### src/rtl/zion_basic_circuit_lib_skid_reg.sv
// Two-entry valid/ready skid register.
// oVld, oRdy and oCnt depend on registered state only, so back-pressure is cut.
module zion_basic_circuit_lib_skid_reg #(
  parameter int unsigned          WIDTH    = 8,
  parameter logic [WIDTH-1:0]     INI_DATA = '0
) (
  input  logic             clk,
  input  logic             rst,
  input  logic             iClr,
  input  logic             iVld,
  output logic             oRdy,
  input  logic [WIDTH-1:0] iDat,
  output logic             oVld,
  input  logic             iRdy,
  output logic [WIDTH-1:0] oDat,
  output logic [1:0]       oCnt
);

  if (WIDTH < 1) begin : g_chk
`ifdef CHECK_ERR_EXIT
    $fatal(1, "skid_reg: WIDTH must be >= 1");
`else
    $error("skid_reg: WIDTH must be >= 1");
`endif
  end

  typedef enum logic [1:0] {
    EMPTY = 2'd0,
    BUSY  = 2'd1,
    FULL  = 2'd2
  } state_t;

  state_t           state_q, state_d;
  logic [WIDTH-1:0] main_q, main_d;
  logic [WIDTH-1:0] skid_q, skid_d;
  logic             inF, outF;

  always_comb begin
    oVld = 1'b0;
    oRdy = 1'b0;
    oCnt = 2'd0;
    case (state_q)
      EMPTY: begin
        oRdy = 1'b1;
      end
      BUSY: begin
        oVld = 1'b1;
        oRdy = 1'b1;
        oCnt = 2'd1;
      end
      FULL: begin
        oVld = 1'b1;
        oCnt = 2'd2;
      end
      default: begin
        oVld = 1'b0;
      end
    endcase
  end

  assign inF  = iVld & oRdy;
  assign outF = oVld & iRdy;
  assign oDat = main_q;

  always_comb begin
    state_d = state_q;
    main_d  = main_q;
    skid_d  = skid_q;
    case (state_q)
      EMPTY: begin
        if (inF) begin
          state_d = BUSY;
          main_d  = iDat;
        end
      end
      BUSY: begin
        if (inF && outF) begin
          main_d = iDat;
        end else if (inF) begin
          state_d = FULL;
          skid_d  = iDat;
        end else if (outF) begin
          state_d = EMPTY;
        end
      end
      FULL: begin
        if (outF) begin
          state_d = BUSY;
          main_d  = skid_q;
        end
      end
      default: begin
        state_d = EMPTY;
      end
    endcase
    // Clear wins over any transfer seen in the same cycle.
    if (iClr) begin
      state_d = EMPTY;
      main_d  = INI_DATA;
      skid_d  = INI_DATA;
    end
  end

  always_ff @(posedge clk or negedge rst) begin
    if (!rst) begin
      state_q <= EMPTY;
      main_q  <= INI_DATA;
      skid_q  <= INI_DATA;
    end else begin
      state_q <= state_d;
      main_q  <= main_d;
      skid_q  <= skid_d;
    end
  end

endmodule

### config.mk
export PLATFORM = sky130hd
export DESIGN_NAME = zion_basic_circuit_lib_skid_reg
export DESIGN_NICKNAME = d
export VERILOG_FILES = /design/src/rtl/zion_basic_circuit_lib_skid_reg.sv
export SDC_FILE = /design/constraint.sdc
export NUM_CORES = 1
export LEC_CHECK = 0
export CAP_MARGIN = 20
export CORE_UTILIZATION = 40
export CTS_CLUSTER_SIZE = 40
export DETAILED_ROUTE_END_ITERATION = 10
export GPL_TIMING_DRIVEN = 1
export HOLD_SLACK_MARGIN = 0.02
export PLACE_DENSITY = 0.68
export SYNTH_ARGS = -nofsm -noshare
export SYNTH_HDL_FRONTEND = slang
export SYNTH_SLANG_ARGS = --single-unit
### constraint.sdc
create_clock -name clk -period 2.33 [get_ports clk]
set_input_delay 0.5825 -clock clk [delete_from_list [all_inputs] [get_ports clk]]
set_output_delay 0.5825 -clock clk [all_outputs]
set_load 0.05 [all_outputs]
==> impl_metrics.ini, run 1 <==
[synth]
yosysSeqAreaShare_pct = 47.7
synth_compound_area_share_pct = 25.3
synthMuxAreaShare_pct = 9.54
synth-main-ff-cell = dfrtp_1
syn_nets = 94
yosys.area.top_type = dfrtp_1
ys_ff_latch = 18
yosys.cell_types.count = 25
synth.most_common_cell = dfrtp_1
netlist_top_cells_area = dfrtp_1, mux2i_1, ha_1, a22o_1, o2bb2ai_1
syn-instance-count = 75
synthSimpleGateAreaFrac_pct = 7.02
synth_commonest_cells = dfrtp_1, mux2i_1, a22o_1, o2bb2ai_1, ha_1
synth_area_um2 = 945
synth-edff-count = 0
yosysWarnings = 0
synthArstFlopShare_pct = 100
synth_top_family_by_area = compound AO/OA/AOI/OAI gates
synthXorXnorAreaFrac_pct = 0
syn_area_per_cell_um2 = 12.6
synth_top_area_share_pct = 47.7
synthAdderAreaFrac_pct = 7.95

[worst_hold_path]
min_path_type = reg2reg
hp-start = oDat[5]
hold_depth = 1
holdPathEnd = oDat[5]

[layout]
syn2layout_area_growth_pct = 36.3
diodes = 0
finalNetCount = 126
drive_above_1_share_pct = 21.7
layoutNonFillerInstCount = 134

[timing]
fin_crit_sh_pct = 95.4
fin_worst_skew_ps = 4.96
worst_pin_slew_ps = 588
maxSlewHeadroom_pct = 60.6
rsz0062_at_grt = false
setup_violations = 0
layout_min_cycle_time_ps = 2220
hold_violations = 0
slew_violations = 0
fmax_ghz = 0.450
fin_tns_setup_ps = 0

[die]
io_pins = 25
die_x_um = 50.6
die_h_um = 50.6
dieArea_um2 = 2560
rows = 17
initial_core_util_pct = 42.7
coreArea_um2 = 2210

[detailed_routing]
drtIter0Drc = 11
ant_nets = 0
avgRoutedWirePerCell_um = 14.4
drt_wl_total_um = 1920
drc = 0
drt-pass1-iter-count = 6
num_vias = 712
avgViaCountPerCell = 5.31

[clock_network]
htreeDepth = 1
hold_buffers = 0
numCtsBuffers = 3
clk_latency_ps = 290
clkSinkCount = 18
cts_tree = yes
path_clk_slew_ps = 100
clockBufferDepth = 2
ctsRootBufferMaster = clkbuf_4

[worst_setup_path]
cp_cell_sequence = inv_1, ha_1, or2_2, buf_4
slowest_delay_ps = 430
cp_top_family = flip-flops
cp.required_ps = 1750
critPathLaunch = state_q[1]
crit_arrival_ps = 1640
crit_path_end_kind = primary output
crit_slowest_cell = dfrtp_1
critPathBufInv = 2
critPathMaxFanout = 6
ff2ff_setup_slack_ps = 410
crit_type = reg2out
startpoint_type = register
r2r-end = skid_q[1]
reg2reg_depth = 6
r2r_start = state_q[0]

[power_and_ir_drop]
powerDensity_nw_per_um2 = 1190
pwr-share-seq_pct = 28.3
p_int_mw = 0.820
p_clk_share_pct = 12.5
power_frac_comb_pct = 59.2
p_leak_nw = 0.562
switching_share_pct = 46.6
p_sw_mw = 0.715
ir_drop_v = 0.000758

[job]
max_cap_viol_count = 0

[placement]
dp_hpwl_um = 1380
numPortBuffers = 24
gp_congestion = 0.807
place_inst = 127

[global_routing]
grt_max_degree = 11
grt_pass1_wl_um = 3160
antenna_found_initial = 0
gr-total-overflow = 0
grt_pass1_vias = 676
gr-usage-all-layers_pct = 16.8

[status]
status = finished clean
-- cell usage in the layout (no fill, tap or decap) --
master and n:
a211o_1 1, a21oi_1 1, a21oi_2 1, a22o_1 8, a31oi_2 1, a32o_1 1, and3_2 1, buf_12 1
buf_4 8, clkbuf_4 3, clkbuf_8 1, clkdlybuf4s50_1 20, dfrtp_1 18, ha_1 6, inv_1 4, mux2i_1 9
nand2_1 1, nand2_2 1, nand3_1 1, nor2_1 4, nor2b_1 1, nor3_4 1, o211ai_2 1, o21ai_2 1
o2bb2ai_1 8, o32ai_2 1, o41ai_2 1, or2_2 1
-- kinds of logic after synthesis --
| logic type | after synthesis |
|---|---|
| AOI/OAI and AO/OA | 25 |
| buffers and inverters | 6 |
| muxes | 9 |
| adders and majority gates | 6 |
| and+or+nand+nor | 11 |
| DFF | 18 |
-- how the worst max path moves through the flow --
| stage | slack, ps | depth (start not counted) | to |
|---|---|---|---|
| finish | 110 | 4 | oRdy |
| CTS | 70 | 4 | oRdy |
| detailed placement | 290 | 5 | skid_q[0] |
| global placement | 290 | 4 | oDat[0] |
| floorplan | 370 | 6 | state_q[0] |
| global route | 30 | 4 | oRdy |
-- repair_timing --
item / 4_1_cts / 5_1_grt
hold endpoints to repair: 0 / 0
setup buffers: 0 / 3
gates resized for setup: 0 / 0
endpoints found under the setup margin: 0 / 1
-- layout make-up --
class                           count  area (um2)
Clock buffer                        4        36.3
Fill cell                         193         925
Inverter                            4        15.0
Multi-Input combinational cell     51         470
Sequential cell                    18         450
Tap cell                           28        35.0
Timing Repair Buffer               29         280
-- worst register-to-register path: stages, from the launching register on --
cell and delay [ps]:
dfrtp_1 400, inv_1 100, ha_1 420, nand2_2 160
nand3_1 80, nor2_1 470, a22o_1 230
-- power by group through the flow --
stage | logic [mW] | clock network (mW) | registers [mW]
floorplan | 0.452 | 0 | 0.609
global placement | 0.894 | 0 | 0.441
detailed placement | 0.898 | 0 | 0.441
CTS | 0.900 | 0.199 | 0.436
global route | 0.962 | 0.213 | 0.444
finish | 0.909 | 0.192 | 0.435
-- metrics by stage --
stage	util, %	instance area (um2)	hold slack (ps)	setup WS [ps]	power, mW
after CTS	57.2	1260	504	72.3	1.53
final	58.2	1290	500	108	1.53
after global routing	58.2	1290	518	32.4	1.62
after global placement	55.5	1230	472	289	1.34
after detailed placement	55.5	1230	473	294	1.34
after floorplan	-	945	287	366	1.06
-- layer usage --
metal  share of wire (%)  track usage [%]  vias up  wire length [um]
met5                   0                0        -                 0
met4                0.57             6.94        0                11
met3                 3.7             3.03        2                72
met2                  44             25.1       14               840
met1                  52             23.8      349               999
li1                    -                -      347                 -
-- state kept, by name (all words and copies together) (netlist names) --
name / count
oDat: 8
state_q: 2
skid_q: 8
(Power assumes the default switching activity.)
==> inputs of run 2 (changes only) <==
--- a/config.mk
+++ b/config.mk
@@ -7,6 +7,7 @@
 export LEC_CHECK = 0
 export CAP_MARGIN = 20
 export CORE_UTILIZATION = 40
+export CTS_BUF_LIST = sky130_fd_sc_hd__clkbuf_16
 export CTS_CLUSTER_SIZE = 40
 export DETAILED_ROUTE_END_ITERATION = 10
 export GPL_TIMING_DRIVEN = 1
@@ -15,3 +16,4 @@
 export SYNTH_ARGS = -nofsm -noshare
 export SYNTH_HDL_FRONTEND = slang
 export SYNTH_SLANG_ARGS = --single-unit
+export TNS_END_PERCENT = 20
==> run 2 against run 1 <==
- maximum frequency increased by 1.8%
- combinational power fell by 2%
- register-to-register slack lost 70 ps
- die area stayed put
- worst setup slack better by 39 ps
- sequential power hardly changed
- clock power grew 77%
- worst hold slack lost 12 ps
- sequential cell count did not move
- count of clock-buffer cells in the layout decreased by 1
- utilization up 0.90 points
==> impl_metrics.ini, run 2 (synthesized netlist as in run 1, its figures left out) <==
[power_and_ir_drop]
switching_share_pct = 43.5
p_clk_share_pct = 20.3
pwr-share-seq_pct = 26.2
p_sw_mw = 0.727
ir_drop_v = 0.000758
powerDensity_nw_per_um2 = 1280
p_int_mw = 0.944
power_frac_comb_pct = 53.5
p_leak_nw = 0.564

[global_routing]
antenna_found_initial = 0
grt_pass1_wl_um = 3220
grt_max_degree = 11
grt_pass1_vias = 668
gr-usage-all-layers_pct = 17.2
gr-total-overflow = 0

[worst_setup_path]
critPathLaunch = state_q[1]
critPathBufInv = 2
ff2ff_setup_slack_ps = 340
r2r_start = state_q[1]
cp_top_family = flip-flops
r2r-end = skid_q[7]
cp.required_ps = 1750
cp_cell_sequence = inv_1, ha_1, or2_2, buf_4
crit_slowest_cell = dfrtp_1
reg2reg_depth = 6
crit_type = reg2out
startpoint_type = register
critPathMaxFanout = 6
slowest_delay_ps = 420
crit_path_end_kind = primary output
crit_arrival_ps = 1600

[job]
max_cap_viol_count = 0

[layout]
drive_above_1_share_pct = 18.4
fillers = 186
mostFrequentLayoutCells = clkdlybuf4s50_1, dfrtp_1, mux2i_1, a22o_1, o2bb2ai_1
finalNetCount = 123
fin_area_um2 = 1310
diodes = 0
syn2layout_area_growth_pct = 38.4
layout_commonest_cell = clkdlybuf4s50_1

[timing]
fin_tns_setup_ps = 0
rsz0062_at_grt = false
fin_crit_sh_pct = 93.7
maxSlewHeadroom_pct = 56.1
fin_worst_skew_ps = 2.71
worst_pin_slew_ps = 656
fmax_ghz = 0.458
slew_violations = 0
layout_min_cycle_time_ps = 2180
setup_violations = 0
hold_violations = 0
setup_ws_ps = 147

[clock_network]
hold_buffers = 0
cts_resized = 0
cts_tree = yes
ctsRootBufferMaster = clkbuf_16
cts_setup_buffers = 0
path_clk_slew_ps = 50
htreeDepth = 1
numCtsBuffers = 3
clkSinkCount = 18
clockBufferDepth = 2
clk_latency_ps = 240

[worst_hold_path]
holdPathEnd = oDat[5]
min_path_type = reg2reg
hold_depth = 1
hp-start = oDat[5]

[detailed_routing]
drt_wl_total_um = 1930
avgViaCountPerCell = 5.46
avgRoutedWirePerCell_um = 14.7
drt-pass1-iter-count = 6
drtIter0Drc = 9
drc = 0
num_vias = 715
ant_nets = 0

[die]
rows = 17
io_pins = 25
initial_core_util_pct = 42.7
coreArea_um2 = 2210
die_x_um = 50.6
die_h_um = 50.6
dieArea_um2 = 2560

[placement]
dp_hpwl_um = 1380
gp_congestion = 0.807
placed_area_um2 = 1230
numPortBuffers = 24
dpl_worst_slack_ps = 294

[status]
status = finished clean
run 2: metal layers:
metal / up-vias / part of all wire [%] / track usage, % / routed length, um
met1: 353 / 50 / 24.7 / 958
met3: 2 / 4.5 / 3.94 / 87
li1: 340 / - / - / -
met2: 20 / 45 / 25.3 / 875
met5: - / 0 / 0 / 0
met4: 0 / 0.41 / 5.56 / 8
run 2: final cells by class:
cell class	count	area, um2	area share (%)
tap	28	35.0	2.68
timing repair buffer	26	258	19.7
multi-input combinational	51	470	36.0
clock buffer	3	75.1	5.74
inverter	4	15.0	1.15
clock inverter	1	3.75	0.287
sequential	18	450	34.4
run 2: power groups by stage:
| stage | combinational [mW] | sequential, mW | clock [mW] |
|---|---|---|---|
| after floorplan | 0.452 | 0.609 | 0 |
| after global routing | 0.951 | 0.446 | 0.364 |
| after CTS | 0.901 | 0.438 | 0.350 |
| after global placement | 0.894 | 0.441 | 0 |
| final | 0.895 | 0.437 | 0.339 |
| after detailed placement | 0.898 | 0.441 | 0 |
run 2: worst max-delay path by stage:
stage / slack, ps / to / depth (start not counted)
3_5_place_dp: 290 / skid_q[0] / 5
5_1_grt: 70 / oRdy / 4
3_3_place_gp: 290 / oDat[0] / 4
6_report: 150 / oRdy / 4
4_1_cts: 140 / oRdy / 4
2_1_floorplan: 370 / state_q[0] / 6
run 2: through the flow:
| step | hold WS, ps | power (mW) | cells | util (%) |
|---|---|---|---|---|
| 2_1_floorplan | 287 | 1.06 | 75 | - |
| 3_3_place_gp | 472 | 1.34 | 127 | 55.5 |
| 3_5_place_dp | 473 | 1.34 | 127 | 55.5 |
| 4_1_cts | 491 | 1.69 | 131 | 59.1 |
| 5_1_grt | 504 | 1.76 | 131 | 59.1 |
| 6_report | 488 | 1.67 | 131 | 59.1 |
==> inputs of run 3 (changes only) <==
--- a/config.mk
+++ b/config.mk
@@ -10,6 +10,7 @@
 export CTS_BUF_LIST = sky130_fd_sc_hd__clkbuf_16
 export CTS_CLUSTER_SIZE = 40
 export DETAILED_ROUTE_END_ITERATION = 10
+export GPL_ROUTABILITY_DRIVEN = 0
 export GPL_TIMING_DRIVEN = 1
 export HOLD_SLACK_MARGIN = 0.02
 export PLACE_DENSITY = 0.68
==> results of run 3 <==
No change in the layout: final DEF, timing and power equal those of run 2.
